--- src/rtl/operand_fetch.sv ---
// Read-side sequencer for a single-read-port register file: fetches rs1/rs2 over
// successive cycles, bypasses and snoops write-back, and presents both operands.
//   state | meaning
//   IDLE  | waiting for a request
//   READ1 | rf addressed with rs1, op_a captured
//   READ2 | rf addressed with rs2, op_b captured
//   DONE  | operands valid until out_ready
module operand_fetch #(
  parameter int XLEN = 32,
  parameter int AW   = 5
) (
  input  logic            clk,
  input  logic            rst,
  input  logic            in_valid,
  output logic            in_ready,
  input  logic [AW-1:0]   in_rs1,
  input  logic [AW-1:0]   in_rs2,
  input  logic            in_use_rs2,
  output logic [AW-1:0]   rf_read_addr,
  input  logic [XLEN-1:0] rf_data_out,
  input  logic            wb_enable,
  input  logic [AW-1:0]   wb_addr,
  input  logic [XLEN-1:0] wb_data,
  output logic            out_valid,
  input  logic            out_ready,
  output logic [XLEN-1:0] op_a,
  output logic [XLEN-1:0] op_b
);

  typedef enum logic [1:0] {IDLE, READ1, READ2, DONE} state_t;

  state_t          state, state_nxt;
  logic [AW-1:0]   rs1_q, rs2_q;
  logic            use_rs2_q;
  logic [XLEN-1:0] rs1_val, rs2_val;
  logic            hit_rs1, hit_rs2;

  // A write landing at this edge is not yet visible on rf_data_out, so forward it.
  assign hit_rs1 = wb_enable && (wb_addr == rs1_q) && (rs1_q != '0);
  assign hit_rs2 = wb_enable && (wb_addr == rs2_q) && (rs2_q != '0);
  assign rs1_val = (rs1_q == '0) ? '0 : (hit_rs1 ? wb_data : rf_data_out);
  assign rs2_val = (rs2_q == '0) ? '0 : (hit_rs2 ? wb_data : rf_data_out);

  always_ff @(posedge clk) begin
    if (rst) state <= IDLE;
    else     state <= state_nxt;
  end

  always_comb begin
    state_nxt = state;
    case (state)
      IDLE:    if (in_valid) state_nxt = READ1;
      READ1:   state_nxt = use_rs2_q ? READ2 : DONE;
      READ2:   state_nxt = DONE;
      DONE:    if (out_ready) state_nxt = IDLE;
      default: state_nxt = IDLE;
    endcase
  end

  always_comb begin
    in_ready     = 1'b0;
    out_valid    = 1'b0;
    rf_read_addr = '0;
    case (state)
      IDLE:    in_ready = !rst;
      READ1:   rf_read_addr = rs1_q;
      READ2:   rf_read_addr = rs2_q;
      DONE:    out_valid = 1'b1;
      default: ;
    endcase
  end

  always_ff @(posedge clk) begin
    if (rst) begin
      rs1_q     <= '0;
      rs2_q     <= '0;
      use_rs2_q <= 1'b0;
    end else if (state == IDLE && in_valid) begin
      rs1_q     <= in_rs1;
      rs2_q     <= in_rs2;
      use_rs2_q <= in_use_rs2;
    end
  end

  // Captured operands keep tracking later writes to their source registers.
  always_ff @(posedge clk) begin
    if (rst) begin
      op_a <= '0;
      op_b <= '0;
    end else begin
      case (state)
        READ1: begin
          op_a <= rs1_val;
          if (!use_rs2_q) op_b <= '0;
        end
        READ2: begin
          op_b <= rs2_val;
          if (hit_rs1) op_a <= wb_data;
        end
        DONE: begin
          if (hit_rs1) op_a <= wb_data;
          if (use_rs2_q && hit_rs2) op_b <= wb_data;
        end
        default: ;
      endcase
    end
  end

endmodule

--- config.mk ---
export PLATFORM = sky130hd
export DESIGN_NAME = operand_fetch
export DESIGN_NICKNAME = d
export VERILOG_FILES = /design/src/rtl/operand_fetch.sv
export SDC_FILE = /design/constraint.sdc
export NUM_CORES = 1
export LEC_CHECK = 0
export BUFFER_PORTS_ARGS = -buffer_cell sky130_fd_sc_hd__clkbuf_2
export CELL_PAD_IN_SITES_DETAIL_PLACEMENT = 0
export CELL_PAD_IN_SITES_GLOBAL_PLACEMENT = 2
export CORE_ASPECT_RATIO = 0.75
export CORE_UTILIZATION = 27
export DETAILED_ROUTE_END_ITERATION = 10
export PLACE_DENSITY_LB_ADDON = 0.2
export SLEW_MARGIN = 20
export SYNTH_ARGS = -nofsm -noshare
export SYNTH_HDL_FRONTEND = slang
export SYNTH_SLANG_ARGS = --single-unit
--- constraint.sdc ---
create_clock -name clk -period 2 [get_ports clk]
set_input_delay 0.2 -clock clk [delete_from_list [all_inputs] [get_ports clk]]
set_output_delay 0.2 -clock clk [all_outputs]
set_load 0.02 [all_outputs]
==> qor.txt, run 1 <==
io pins = 156
ant diodes = 0
Async S/R FF share, synth = 0%
critical path arrival = 2.21 ns
Max stage delay on crit path = 0.58 ns
nets = 737
post-synthesis average cell area = 9.45 um2
XOR/XNOR share of the synthesized area = 2.26%
fin area = 6410 um2
CP endpoint = op_a[4]
RR Startpoint = rs1_q[0]
vias in the first global route = 4491
Critical Path Slowest Stage Cell = or4_4
reg2reg path depth = 7
die area = 17300 um2
FF-to-FF End = op_a[4]
# setup viols final = 1
status = finished with violations
R2R Setup Slk = -0.001 ns
Placed Area = 5640 um2
P per Cell Area = 1460 nW/um2
Post-Synthesis Cell Area = 4540 um2
CTS HTree Levels = 3
CTS Sinks = 77
Clock Latency Late Sink = 0.34 ns
Max Buffers Root-to-Sink = 2
Overflow after GRT = 0
1st-pass router iterations = 4
vias = 4602
ys flop type = dfxtp_1
WHS Path Cells = 3
FF+latch count, synth = 77
antenna violations before repair = 1
mux share of post-synthesis cell area = 0.469%
vias per cell = 5.34
simple logic cell fraction of the synthesized area = 17.0%
CP startpoint kind = flip-flop
unrepaired setup endpoints after global routing = true
Max Freq = 500 MHz
count of flip-flops with a built-in enable after synthesis = 0
adder-cell share of the synthesized area = 1.38%
Chip Height = 114 um
largest net degree at the start of global routing = 41
Core Footprint = 16200 um2
pins over their slew limit = 0
Cell variety after synth = 50
ANT nets after route = 0
crit share post-route = 100%
root buf cell = clkbuf_16
hold crit path type = primary input to flip-flop
First DRT Iteration DRCs = 238
CTS tree = yes
violated checks = negative setup slack
synthesis-to-layout area growth = 41.4%
port bufs = 155
GPL Wtd Cong = 0.794
gr usage total = 20.1%
final hold vios = 0
MaxCap Viol Count = 0
Ys Warns = 0
Worst Skew = 0.0111 ns
Layout fillers = 1652
CP max FO = 8
cts hold-fix bufs = 0
complex-gate fraction of the synthesized area = 37.8%
CP Cell Sequence = or4_4 -> nor2_4 -> o41ai_4 -> buf_12 -> clkbuf_16 -> a221oi_4 -> nor3_2
Initial Util = 28.0%
clk slew on worst S/H paths = 0.06 ns
largest family of logic cells by synthesized area = compound AO/OA/AOI/OAI gates
placed cell count = 834
CP required = 2.20 ns
worst setup margin = -0.00145 ns
Worst IR Drop VDD = 0.493 mV
detailed-route DRC error count = 0
commonest non-fill, non-tap cells in the layout = 155 x clkbuf_2, 74 x dfxtp_1, 64 x o21ai_0
Total Power = 0.00938 W
CP Launch Point = rs1_q[0]
Slew headroom = 60.3%
FP Rows = 40
Final Critical Period = 2.00 ns
post-synthesis sequential area ratio = 34.0%
commonest non-fill, non-tap cell in the layout = clkbuf_2
CP Capture Type = flip-flop
Mapped Cells = 480
Slew @ Worst Pin = 0.595 ns
global-route wire length before repair = 25900 um
P_leak = 2.52 nW
post-detail-place hpwl = 11600 um
share of cells above drive strength 1 = 48.9%
clock buffer count from CTS = 9
mean routed wirelength per cell = 20.6 um
Finished Layout Cells = 862
syn nets = 570
Routed WL = 17700 um
WS Path Type = flip-flop to flip-flop
Die Wd = 152 um
## cells by family (layout without fill, tap and decap cells)
kind of cell	count (synthesis)	after routing
flops	77	77
xor+xnor	10	10
buf+inv	49	218
fa+ha+maj	5	5
mux	2	2
simple gates	141	141
compound gates	196	199
## metrics by stage
| step | TNS (ns) | hold slack, ns | setup slack [ns] | utilization (%) |
|---|---|---|---|---|
| finish | -0.00145 | 0.0793 | -0.00145 | 39.6 |
| global route | -0.887 | 0.0785 | -0.0625 | 39.6 |
| CTS | -0.0308 | 0.0748 | -0.0164 | 37.6 |
| detailed placement | -0.884 | 0.440 | -0.0712 | 34.8 |
| global placement | -0.492 | 0.428 | -0.0553 | 34.8 |
| floorplan | 0 | 0.336 | 0.00282 | - |
## metal layers
layer | part of all wire (%) | GRT usage (%) | up-vias | routed length [um]
li1 | - | - | 2158 | -
met1 | 48 | 27.9 | 2269 | 8520
met2 | 44 | 30.5 | 160 | 7850
met3 | 6.4 | 5.06 | 15 | 1130
met4 | 1.3 | 5.74 | 0 | 223
met5 | 0 | 0 | - | 0
## sequential cells by signal (all words and copies together) (netlist names)
signal and cells:
rs2_q 5, rs1_q 5, state 2, op_a 32
use_rs2_q 1, op_b 32
## cell type report
cell class | count | area, um2 | area share (%)
Clock buffer | 12 | 246 | 3.84
Clock inverter | 4 | 47.5 | 0.741
Inverter | 5 | 18.8 | 0.293
Multi-Input combinational cell | 357 | 3030 | 47.2
Sequential cell | 77 | 1550 | 24.1
Tap cell | 210 | 263 | 4.10
Timing Repair Buffer | 197 | 1270 | 19.8
## worst min-delay path by stage
| stage | to | startpoint |
|---|---|---|
| final | rs1_q[1] | in_rs1[1] |
| after global routing | use_rs2_q | in_use_rs2 |
| after CTS | rs1_q[1] | in_rs1[1] |
| after floorplan | rs1_q[2] | in_rs1[2] |
| after detailed placement | use_rs2_q | in_use_rs2 |
| after global placement | rs1_q[3] | in_rs1[3] |
## repair_timing
item	4_1_cts	5_1_grt
setup endpoints to repair	31	62
gates resized for setup	12	26
setup buffers	6	2
cloned	2	4
pin swaps	13	14
## synth_stat cells (2+ instances only)
cell type  count  area (um2)
o21ai_0       64         320
or4_4          2        22.5
nor3_2        19         190
a221oi_2      30         450
o2bb2ai_2     30         450
inv_1          5        18.8
a21oi_4        2        32.5
buf_2         10        50.1
xnor2_1        8        70.1
dfxtp_1       77        1540
buf_12         3        60.1
a221oi_1       2        17.5
ha_1           5        62.6
xnor2_2        2        32.5
nand2_1       27         101
clkbuf_8       2        27.5
nand3_1       32         160
clkbuf_1      19        71.3
nor3_1        14        70.1
buf_4          3        22.5
nor2b_1        6        37.5
a22oi_1        6        45.0
buf_6          6        67.6
a311oi_1       2        17.5
nor2_1        35         131
a21oi_1       44         220
o211ai_1       2        15.0
## worst max-delay path: cells and delay by family, from the launching register on
kind / cells / cell delay [ns]
simple gates: 3 / 0.84
compound gates: 2 / 0.35
buf+inv: 2 / 0.34
flops: 1 / 0.33
## power breakdown
part	switching, W	internal [W]	total [W]
Combinational	0.00334	0.00220	0.00553
Clock	0.000678	0.000999	0.00168
Sequential	0.000258	0.00192	0.00217
Power figures use the tool's default switching activity.
==> inputs of run 2 (changes only) <==
--- a/config.mk
+++ b/config.mk
@@ -9,7 +9,7 @@
 export CELL_PAD_IN_SITES_DETAIL_PLACEMENT = 0
 export CELL_PAD_IN_SITES_GLOBAL_PLACEMENT = 2
 export CORE_ASPECT_RATIO = 0.75
-export CORE_UTILIZATION = 27
+export CORE_UTILIZATION = 32
 export DETAILED_ROUTE_END_ITERATION = 10
 export PLACE_DENSITY_LB_ADDON = 0.2
 export SLEW_MARGIN = 20
==> constraint.sdc (replaced) <==
create_clock -name clk -period 2.5 [get_ports clk]
set_input_delay 0.25 -clock clk [delete_from_list [all_inputs] [get_ports clk]]
set_output_delay 0.25 -clock clk [all_outputs]
set_load 0.02 [all_outputs]
==> run 2 against run 1 <==
Compared with the run above:
- the flow now finishes without violations
- sequential share of layout area is 2.8 points higher
- final cell count fell by 7.2%
- sequential cell count is the same
- combinational power is 41% lower
- maximum frequency is 12% lower
- clock power down 20%
- register-to-register slack improved by 0.23 ns
- core utilization grew 2.0 points
==> qor.txt, run 2 (synthesis results as in run 1) <==
cts hold-fix bufs = 0 (unchanged)
hold crit path type = primary input to flip-flop
FP Rows = 37 (-7.5%)
WS Path Type = flip-flop to flip-flop
vias in the first global route = 4296 (-4.3%)
CTS HTree Levels = 3 (unchanged)
CP required = 2.75 ns (+0.55 ns)
synthesis-to-layout area growth = 26.3%
worst setup margin = 0.231 ns (+0.232 ns)
1st-pass router iterations = 4 (unchanged)
vias per cell = 5.50 (+3.0%)
die area = 14700 um2 (-15%)
Setup WS pre-CTS = 0.230 ns (+0.301 ns)
reg2reg path depth = 7 (unchanged)
Routed WL = 15000 um (-16%)
Layout fillers = 1443 (-13%)
final hold vios = 0 (unchanged)
CP startpoint kind = flip-flop
mean routed wirelength per cell = 18.7 um (-9.0%)
pins over their slew limit = 0 (unchanged)
Finished Layout Cells = 800 (-7.2%)
Die Wd = 139 um (-8.0%)
clk slew on worst S/H paths = 0.06 ns (about the same)
Slew @ Worst Pin = 0.745 ns (+0.150 ns)
WHS Path Cells = 3 (unchanged)
vias = 4398 (-4.4%)
antenna violations before repair = 0 (-1)
post-detail-place hpwl = 10700 um (-8.0%)
Register Area = 1540 um2 (-0.24%)
critical path arrival = 2.52 ns (+0.31 ns)
share of cells above drive strength 1 = 45.3% (-3.6 points)
Slew headroom = 50.3% (-10 points)
Max Freq = 441 MHz (-12%)
Total Power = 0.00637 W (-32%)
largest net degree at the start of global routing = 32 (-22%)
port bufs = 155 (unchanged)
Max stage delay on crit path = 0.71 ns (+0.13 ns)
unrepaired setup endpoints after global routing = false
commonest non-fill, non-tap cell in the layout = clkbuf_2
root buf cell = clkbuf_16
CP Cell Sequence = inv_1 -> ha_1 -> nor2_1 -> o21ai_1 -> o21ba_4 -> a221oi_2 -> nor3_1
GPL Wtd Cong = 0.854 (+7.6%)
crit share post-route = 90.8% (-9.3 points)
R2R Setup Slk = 0.23 ns (+0.23 ns)
Final Critical Period = 2.27 ns (+0.268 ns)
post-CTS resize count = 0 (-12)
Min-Delay Endpoint = rs1_q[1]
P per Cell Area = 1110 nW/um2 (-24%)
Core Footprint = 13800 um2 (-15%)
CP max FO = 31 (+23)
detailed-route DRC error count = 0 (unchanged)
area of the multi-input gates = 2710 um2 (-11%)
FF-to-FF End = op_a[23]
CTS Sinks = 77 (unchanged)
Setup Buffers After CTS = 0 (-6)
CP Capture Type = flip-flop
Final TNS setup = 0 ns (+0.00145 ns)
commonest non-fill, non-tap cells in the layout = 155 x clkbuf_2, 77 x dfxtp_1, 64 x o21ai_0
MaxCap Viol Count = 0 (unchanged)
Initial Util = 32.9% (+4.9 points)
gr usage total = 20.6% (+0.49 points)
First DRT Iteration DRCs = 249 (+4.6%)
ANT nets after route = 0 (unchanged)
io pins = 156 (unchanged)
Max Buffers Root-to-Sink = 2 (unchanged)
# setup viols final = 0 (-1)
CTS tree = yes
Worst IR Drop VDD = 0.479 mV (-2.9%)
Overflow after GRT = 0 (unchanged)
placed cell count = 785 (-5.9%)
ant diodes = 0 (unchanged)
RR Startpoint = state[0]
nets = 711 (-3.5%)
Critical Path Slowest Stage Cell = o21ba_4
hold path start = in_rs1[1]
global-route wire length before repair = 23400 um (-9.6%)
status = finished clean
biggest regs = op_a (32), op_b (32)
Worst Skew = 0.00838 ns (-0.00271 ns)
clock buffer count from CTS = 9 (unchanged)
Clock Latency Late Sink = 0.33 ns (about the same)
Chip Height = 105 um (-8.0%)
P_leak = 2.32 nW (-8.0%)
run 2: area by class of cell:
cell class / instances / share of cell area, %
sequential: 77 / 26.9
tap: 175 / 3.82
clock inverter: 4 / 0.830
inverter: 5 / 0.328
timing repair buffer: 174 / 16.5
multi-input combinational: 354 / 47.2
clock buffer: 11 / 4.41
run 2: worst max-delay path: cells and delay by family (launching register included):
family	cells	cell delay [ns]
buffers and inverters	1	0.15
DFF	1	0.36
and+or+nand+nor	2	0.36
adders and majority gates	1	0.35
AOI/OAI and AO/OA	3	0.96
run 2: how the worst max path moves through the flow:
stage,from,slack [ns],to
3_3_place_gp,rs2_q[0],0.24,op_b[27]
6_report,state[0],0.23,op_a[23]
3_5_place_dp,state[0],0.23,op_a[0]
5_1_grt,state[1],0.08,op_b[27]
2_1_floorplan,state[1],0.50,op_b[0]
4_1_cts,rs2_q[0],0.23,op_b[27]
run 2: power breakdown:
part           switching (W)  internal, W
Sequential          0.000225      0.00153
Clock               0.000520     0.000819
Combinational        0.00214      0.00113
run 2: layer usage:
metal | vias up | track usage [%] | wire length, um
met5 | - | 0 | 0
met4 | 0 | 5.63 | 132
met3 | 9 | 5.77 | 1150
met2 | 159 | 30.8 | 6390
met1 | 2121 | 28.6 | 7300
li1 | 2109 | - | -
run 2: metrics by stage:
step                      area (um2)  hold WS [ns]  util [%]
after global placement          5430         0.449      39.4
after detailed placement        5430         0.454      39.4
final                           5730         0.136      41.5
after CTS                       5730         0.131      41.5
after global routing            5730         0.146      41.5
after floorplan                 4540         0.386         -
